[src/rtl/gf180mcu_fd_sc_mcu9t5v0__dlycal_ctrl.sv]
// Delay-line calibration sequencer: sweeps tap select upward and reports the first tap that misses the capture window.
// Optional majority vote over three launches per tap is enabled by defining DLYCAL_VOTE_EN.
module gf180mcu_fd_sc_mcu9t5v0__dlycal_ctrl #(
  parameter int NTAPS  = 16,
  parameter int TAPW   = 4,
  parameter int SETTLE = 4,
  parameter int CNTW   = 3
) (
  input  logic            CLK,
  input  logic            RST,
  input  logic            START,
  input  logic            SAMPLE,
  output logic            LAUNCH_O,
  output logic [TAPW-1:0] TAP_SEL,
  output logic            BUSY,
  output logic            DONE,
  output logic [TAPW-1:0] RESULT,
  output logic            ERR,
  output logic [2:0]      DBG_STATE
);

  typedef enum logic [2:0] {
    S_IDLE    = 3'd0,
    S_LAUNCH  = 3'd1,
    S_WAIT    = 3'd2,
    S_EVAL    = 3'd3,
    S_RECOVER = 3'd4,
    S_FIN     = 3'd5
  } state_t;

  localparam logic [CNTW-1:0] SETTLE_C = CNTW'(SETTLE);
  localparam logic [CNTW-1:0] CNT_ONE  = CNTW'(1);
  localparam logic [TAPW-1:0] LAST_TAP = TAPW'(NTAPS - 1);

  state_t          state_q, state_d;
  logic [CNTW-1:0] cnt_q, cnt_d;
  logic [TAPW-1:0] tap_q, tap_d;
  logic [TAPW-1:0] result_q, result_d;
  logic            launch_q, launch_d;
  logic            busy_q, busy_d;
  logic            done_q, done_d;
  logic            err_q, err_d;

  // eval_final: this EVAL decides the tap; eval_hit: the decided outcome.
  logic            eval_final;
  logic            eval_hit;

`ifdef DLYCAL_VOTE_EN
  logic [1:0]      hit_cnt_q, hit_cnt_d;
  logic [1:0]      round_q, round_d;
  logic [1:0]      hits_sum;

  always_comb begin
    hits_sum   = hit_cnt_q + {1'b0, SAMPLE};
    eval_final = (round_q == 2'd2);
    eval_hit   = (hits_sum >= 2'd2);
  end
`else
  always_comb begin
    eval_final = 1'b1;
    eval_hit   = SAMPLE;
  end
`endif

  always_comb begin
    state_d  = state_q;
    cnt_d    = cnt_q;
    tap_d    = tap_q;
    result_d = result_q;
    launch_d = launch_q;
    busy_d   = busy_q;
    done_d   = 1'b0;
    err_d    = err_q;
`ifdef DLYCAL_VOTE_EN
    hit_cnt_d = hit_cnt_q;
    round_d   = round_q;
`endif
    case (state_q)
      S_IDLE: begin
        launch_d = 1'b0;
        busy_d   = 1'b0;
        if (START) begin
          state_d  = S_LAUNCH;
          tap_d    = '0;
          err_d    = 1'b0;
          busy_d   = 1'b1;
          launch_d = 1'b1;
`ifdef DLYCAL_VOTE_EN
          hit_cnt_d = 2'd0;
          round_d   = 2'd0;
`endif
        end
      end
      S_LAUNCH: begin
        cnt_d    = SETTLE_C;
        launch_d = 1'b1;
        state_d  = S_WAIT;
      end
      S_WAIT: begin
        cnt_d = cnt_q - CNT_ONE;
        if (cnt_q == CNT_ONE) begin
          state_d = S_EVAL;
        end
      end
      S_EVAL: begin
        if (!eval_final) begin
`ifdef DLYCAL_VOTE_EN
          hit_cnt_d = hits_sum;
          round_d   = round_q + 2'd1;
`endif
          state_d  = S_RECOVER;
          cnt_d    = SETTLE_C;
          launch_d = 1'b0;
        end else if (!eval_hit) begin
          result_d = tap_q;
          state_d  = S_FIN;
          done_d   = 1'b1;
          launch_d = 1'b0;
        end else if (tap_q == LAST_TAP) begin
          result_d = LAST_TAP;
          err_d    = 1'b1;
          state_d  = S_FIN;
          done_d   = 1'b1;
          launch_d = 1'b0;
        end else begin
          tap_d    = tap_q + TAPW'(1);
          state_d  = S_RECOVER;
          cnt_d    = SETTLE_C;
          launch_d = 1'b0;
        end
`ifdef DLYCAL_VOTE_EN
        if (eval_final) begin
          hit_cnt_d = 2'd0;
          round_d   = 2'd0;
        end
`endif
      end
      S_RECOVER: begin
        // Line is held low for SETTLE cycles so the previous edge fully drains.
        cnt_d = cnt_q - CNT_ONE;
        if (cnt_q == CNT_ONE) begin
          state_d  = S_LAUNCH;
          launch_d = 1'b1;
        end
      end
      S_FIN: begin
        state_d  = S_IDLE;
        busy_d   = 1'b0;
        launch_d = 1'b0;
      end
      default: begin
        state_d  = S_IDLE;
        busy_d   = 1'b0;
        launch_d = 1'b0;
      end
    endcase
  end

  always_ff @(posedge CLK) begin
    if (RST) begin
      state_q  <= S_IDLE;
      cnt_q    <= '0;
      tap_q    <= '0;
      result_q <= '0;
      launch_q <= 1'b0;
      busy_q   <= 1'b0;
      done_q   <= 1'b0;
      err_q    <= 1'b0;
`ifdef DLYCAL_VOTE_EN
      hit_cnt_q <= 2'd0;
      round_q   <= 2'd0;
`endif
    end else begin
      state_q  <= state_d;
      cnt_q    <= cnt_d;
      tap_q    <= tap_d;
      result_q <= result_d;
      launch_q <= launch_d;
      busy_q   <= busy_d;
      done_q   <= done_d;
      err_q    <= err_d;
`ifdef DLYCAL_VOTE_EN
      hit_cnt_q <= hit_cnt_d;
      round_q   <= round_d;
`endif
    end
  end

  assign LAUNCH_O  = launch_q;
  assign TAP_SEL   = tap_q;
  assign BUSY      = busy_q;
  assign DONE      = done_q;
  assign RESULT    = result_q;
  assign ERR       = err_q;
  assign DBG_STATE = state_q;

endmodule

[config.mk]
export PLATFORM = sky130hd
export DESIGN_NAME = gf180mcu_fd_sc_mcu9t5v0__dlycal_ctrl
export DESIGN_NICKNAME = d
export VERILOG_FILES = /design/src/rtl/gf180mcu_fd_sc_mcu9t5v0__dlycal_ctrl.sv
export SDC_FILE = /design/constraint.sdc
export NUM_CORES = 1
export LEC_CHECK = 0
export ABC_AREA = 1
export CAP_MARGIN = 30
export CORE_UTILIZATION = 49
export CTS_BUF_LIST = sky130_fd_sc_hd__clkbuf_4
export CTS_CLUSTER_SIZE = 10
export DETAILED_ROUTE_END_ITERATION = 10
export MAX_ROUTING_LAYER = met4
export PLACE_DENSITY = 0.76
export SETUP_SLACK_MARGIN = 0.15
export SLEW_MARGIN = 40
export SYNTH_ARGS = -nofsm -noshare
export SYNTH_HDL_FRONTEND = slang
export SYNTH_SLANG_ARGS = --single-unit
[constraint.sdc]
create_clock -name CLK -period 2 [get_ports CLK]
set_clock_uncertainty 0.15 [all_clocks]
set_input_delay 0.5 -clock CLK [delete_from_list [all_inputs] [get_ports CLK]]
set_output_delay 0.5 -clock CLK [all_outputs]
set_load 0.01 [all_outputs]
==> results.yml, run 1 <==
status:
  status: "completed"
sta:
  finalCritPeriodShare_pct: 91.00
  hold_viol: 0
  fin_crit_ps: 1820
  max_slew.worst_pin.slew_ps: 218.1
  drv_slew: 0
  rsz0062_at_grt: "no"
  clock.fmax_mhz: 549.5
  setup_viol: 0
  tns_ps: 0
  slew_headroom_pct: 85.44
worst_hold_path:
  min_to: "BUSY"
  worstHoldPathType: "reg2reg"
  worstHoldPathCells: 2
  min_from: "BUSY"
job:
  cap_violations: 0
detailed_routing:
  ant_nets: 0
  wl_per_cell_um: 11.37
  dr.pass1.iters: 6
  viasPerCell: 5.196
  drt-initial-drc-count: 15
  drc: 0
  vias: 821
  routed_wl_um: 1796
final_layout:
  finalNetCount: 150
  final_layout_size_suffix_gt1_share_pct: 16.20
  n_fill_cell: 132
  layout_common_cells: "nand2_1, nor2_1, inv_1"
  area.growth.synth_to_final_pct: 29.11
  final_common_cell: "nand2_1"
  final_area_um2: 1121
  antenna_cells: 0
  stdcell_count: 158
worst_setup_path:
  startpoint_type: "register"
  reg2reg_from: "TAP_SEL[0]"
  critPathArrivalTime_ps: 1170
  crit_fanout: 2
  critical_path.cell_chain: "clkdlybuf4s50_1"
  r2r-end: "DBG_STATE[0]"
  critPathSlowestCell: "clkdlybuf4s50_1"
  cp_top_family: "buffers and inverters"
  r2r_slack_ps: 510
  r2r.worst_path.cells: 7
  slowest_delay_ps: 530
  timing_worst_setup_path_type: "reg2out"
  cp.required_ps: 1350
  end_kind: "output pin"
  path_buf_inv: 1
floorplan:
  die_x_um: 44.10
  core_area_um2: 1577
  io_pins: 19
  core.rowCount: 14
  die-area_um2: 1944
  die_y_um: 44.10
  initial_utilization_pct: 55.08
placed_design:
  gp_congestion: 0.8232
  dp.cells: 154
  dp_hpwl_um: 1353
  io_buffers: 18
  placed_area_um2: 1072
synthesis:
  yosysTopAreaCellShare_pct: 41.50
  avgSynthCellArea_um2: 7.236
  yosys.cell_types.count: 21
  synth-seq-area-share_pct: 41.50
  synth_area_leader_cell: "dfxtp_1"
  synth_area_leaders: "dfxtp_1, nand2_1, nor2_1, a21oi_1, nand3_1"
  ys_seq_elements: 18
  ys_warn_count: 0
  syn-cell-area_um2: 868.3
  synth_nets: 127
  syn_inst: 120
power:
  ir_drop_v: 0.0009288
  finalPower_w: 0.001266
  power.density_nw_per_um2: 1129
  power.leakage_nw: 0.5688
global_route:
  grt_pass1_vias: 710
  antenna_found_initial: 0
  grt-ovfl-total: 0
  grt.total_usage_pct: 21.49
  grt_max_degree: 11
  grt_pass1_wl_um: 2994
clocking:
  clock_latency_ps: 290
  cts_buffer_depth: 2
  numCtsBuffers: 3
  cts_setup_buffers: 0
  cts_tree: "built"
  clk_pin_slew_ps: 100
  cts_max_level: 1
  cts_root_buf: "clkbuf_4"
  cts.sinks: 18
==> cell type report <==
cell class,instances,area (um^2),share of cell area [%]
flip-flops and latches,18,379.1,33.82
multi-input cells,87,451.7,40.29
repair buffers,19,191.4,17.08
clock inverters,1,3.754,0.3348
inverters,14,52.55,4.687
well taps,16,20.02,1.786
clock buffers,3,22.52,2.009
==> registers in the layout (all words and copies together) (netlist names) <==
register and flops:
RESULT 4, TAP_SEL 4, DBG_STATE 3, cnt_q 3, BUSY 1, DONE 1, ERR 1, LAUNCH_O 1
==> report_power, final <==
part / total [W] / leakage [nW] / internal [W] / switching (W)
Combinational: 0.000558 / 0.402 / 0.000237 / 0.000320
Sequential: 0.000520 / 0.151 / 0.000449 / 0.0000710
Clock: 0.000188 / 0.0154 / 0.0000727 / 0.000115
Total: 0.00127 / 0.569 / 0.000759 / 0.000507
==> synthesized netlist by cell type <==
cell type and n:
nor2_2 1, xnor2_1 1, a21oi_2 1, inv_1 12
inv_2 2, nand4_1 1, nand2_1 26, dfxtp_1 18
clkbuf_1 1, o21ai_0 6, nand2_4 1, nand3_2 2
nor2_4 1, a21oi_1 10, o21a_1 1, ha_1 3
o211ai_1 1, nand3_1 9, nor2_1 17, nand2_2 4
nand3b_1 2
==> how the worst max path moves through the flow <==
stage / from / to / slack (ps) / cells after the start
2_1_floorplan: TAP_SEL[0] / DBG_STATE[0] / 630 / 7
3_3_place_gp: SAMPLE / DBG_STATE[0] / 250 / 6
3_5_place_dp: SAMPLE / DBG_STATE[0] / 230 / 6
4_1_cts: ERR / ERR / 160 / 1
5_1_grt: RESULT[3] / RESULT[3] / 150 / 1
6_report: RESULT[3] / RESULT[3] / 180 / 1
==> routing by layer <==
metal / vias up / GRT usage (%) / wire length [um]
li1: 431 / - / -
met4: 0 / 9.091 / 20
met1: 369 / 25.90 / 805
met3: 4 / 2.449 / 62
met5: - / - / 0
met2: 17 / 36.18 / 908
==> cell families after synthesis <==
family	after synthesis	share of synthesized area, %
AOI/OAI and AO/OA	19	11.96
and+or+nand+nor	64	34.73
xor gates and xnor gates	1	1.009
buffers and inverters	15	6.484
DFF	18	41.50
adders and majority gates	3	4.323
==> repair_timing <==
item                                    in CTS  in global routing
gates resized for setup                     18                  5
endpoints found under the setup margin       7                  5
hold buffers                                 0                  0
==> worst min-delay path, delay by kind of cell (launching register included) <==
family,cells,cell delay [ps]
compound gates,1,50
flops,1,330
simple gates,1,60
==> per-stage QoR <==
| stage | hold WS (ps) | utilization, % | setup slack [ps] |
|---|---|---|---|
| floorplan | 289.1 | - | 626.7 |
| global placement | 299.4 | 68.02 | 247.6 |
| detailed placement | 310.5 | 68.02 | 230.5 |
| CTS | 331.7 | 70.32 | 159.4 |
| global route | 339.2 | 71.11 | 150.3 |
| finish | 329.1 | 71.11 | 180.1 |
No activity file was read; power rests on OpenSTA's default activity.
==> run 2, diff against run 1 <==
REMOVE_ABC_BUFFERS = 1   (was not set)
==> run 2 against run 1 <==
  * Count of clock-buffer cells in the layout unchanged
  * Non-clock buffer count unchanged
  * Hold slack worse by 11 ps
  * Global-route usage rose by 1.2 points
  * Core utilization grew 0.16 points
  * Critical path depth unchanged
==> results.yml, run 2 (synthesized netlist as in run 1, its figures left out) <==
status:
  status: "completed"
detailed_routing:
  viasPerCell: 5.228
  ant_nets: 0
  dr.pass1.iters: 6
  drt-initial-drc-count: 28
  vias: 826
  wl_per_cell_um: 11.42
  routed_wl_um: 1804
  drc: 0
sta:
  setup_ws_ps: 209.8
  clock.fmax_mhz: 558.6
  holdWs_ps: 317.8
  max_slew.worst_pin.slew_ps: 222.8
  drv_slew: 0
  slew_headroom_pct: 85.13
  finalCritPeriodShare_pct: 89.51
  fin_crit_ps: 1790
  setup_viol: 0
  tns_ps: 0
  rsz0062_at_grt: "no"
  hold_viol: 0
final_layout:
  n_fill_cell: 143
  final_common_cell: "nand2_1"
  multi_input_area_um2: 451.7
  regArea_um2: 376.6
  finalNetCount: 150
  area.growth.synth_to_final_pct: 29.40
  layout_common_cells: "nand2_1, nor2_1, inv_1"
  final_layout_size_suffix_gt1_share_pct: 16.20
  antenna_cells: 0
placed_design:
  gp_congestion: 0.8733
  io_buffers: 18
  pre_cts_ws_ps: 253.9
  dp_hpwl_um: 1384
floorplan:
  die_y_um: 44.10
  io_pins: 19
  core_area_um2: 1577
  die_x_um: 44.10
  die-area_um2: 1944
  core.rowCount: 14
  initial_utilization_pct: 55.08
power:
  finalPower_w: 0.001260
  clkPwrFrac_pct: 14.7
  power.density_nw_per_um2: 1121
  ir_drop_v: 0.0007422
  netSwitchingFraction_pct: 39.81
  comb_power_share_pct: 43.8
  pwr-share-seq_pct: 41.4
  power_switching_w: 0.0005016
  power.leakage_nw: 0.6055
  cell_internal_pwr_w: 0.0007585
worst_setup_path:
  cp.required_ps: 1350
  crit_fanout: 1
  cp_top_family: "buffers and inverters"
  end_kind: "output pin"
  path_buf_inv: 1
  critical_path.cell_chain: "clkdlybuf4s50_1"
  timing_worst_setup_path_type: "reg2out"
  startpoint_type: "register"
  slowest_delay_ps: 530
  critPathArrivalTime_ps: 1140
  r2r_slack_ps: 550
  critPathSlowestCell: "clkdlybuf4s50_1"
global_route:
  grt_pass1_vias: 760
  grt_max_degree: 11
  antenna_found_initial: 0
  grt-ovfl-total: 0
  grt.total_usage_pct: 22.65
  grt_pass1_wl_um: 3098
clocking:
  cts.sinks: 18
  clock_latency_ps: 290
  cts_root_buf: "clkbuf_4"
  cts_tree: "built"
  cts_max_level: 1
  numCtsBuffers: 3
  postCtsHoldBufs: 0
  cts_buffer_depth: 2
  clk_pin_slew_ps: 100
job:
  cap_violations: 0
worst_hold_path:
  worstHoldPathType: "reg2reg"
==> run 2: changes by cell type in the layout (fill, tap and decap cells not counted) <==
cell | before | now
dlymetal6s2s_1 | 5 | 7
dfxtp_2 | 3 | 4
clkdlybuf4s50_1 | 6 | 4
dfxtp_4 | 4 | 3
==> run 2: path summary, 6_finish.rpt <==
path	from	endpoint	depth (start not counted)
worst max-delay path	DONE	DONE	1
worst min-delay path	cnt_q[1]	cnt_q[1]	2
worst max register to register	TAP_SEL[0]	DBG_STATE[0]	7
worst min register to register	cnt_q[1]	cnt_q[1]	2
==> run 2: through the flow <==
step | utilization (%) | cell area [um^2] | instances
global route | 71.27 | 1124 | 158
global placement | 68.02 | 1072 | 154
finish | 71.27 | 1124 | 158
detailed placement | 68.02 | 1072 | 154
floorplan | - | 864.6 | 119
CTS | 70.16 | 1106 | 158
==> run 2: layout make-up <==
| class | instances | share of cell area (%) |
|---|---|---|
| Clock buffer | 3 | 2.004 |
| Clock inverter | 1 | 0.3341 |
| Inverter | 14 | 4.677 |
| Multi-Input combinational cell | 87 | 40.20 |
| Sequential cell | 18 | 33.52 |
| Tap cell | 16 | 1.782 |
| Timing Repair Buffer | 19 | 17.48 |
==> run 2: metal layers <==
metal	vias to the layer above	global-route usage [%]	routed length, um
li1	435	-	-
met1	370	26.48	813
met2	17	35.88	891
met3	4	4.898	75
met4	0	12.73	23
met5	-	-	0
==> run 2: what timing repair did <==
| item | in CTS | in global routing |
|---|---|---|
| hold endpoints to repair | 0 | 0 |
| resized for setup | 17 | 7 |
| setup buffers | 0 | 0 |
| setup endpoints to repair | 7 | 7 |
==> run 2: power by group through the flow <==
stage	sequential, W	combinational (W)	clock [W]
4_1_cts	0.000524	0.000564	0.000194
6_report	0.000522	0.000552	0.000186
3_5_place_dp	0.000519	0.000576	0
2_1_floorplan	0.000535	0.000366	0
5_1_grt	0.000533	0.000633	0.000209
3_3_place_gp	0.000515	0.000567	0
==> run 2: worst reg2reg max path, delay by kind of cell (launching register included) <==
family / cells / cell delay (ps)
AOI/OAI and AO/OA: 1 / 60
adders and majority gates: 1 / 230
buffers and inverters: 1 / 80
DFF: 1 / 360
and+or+nand+nor: 4 / 470
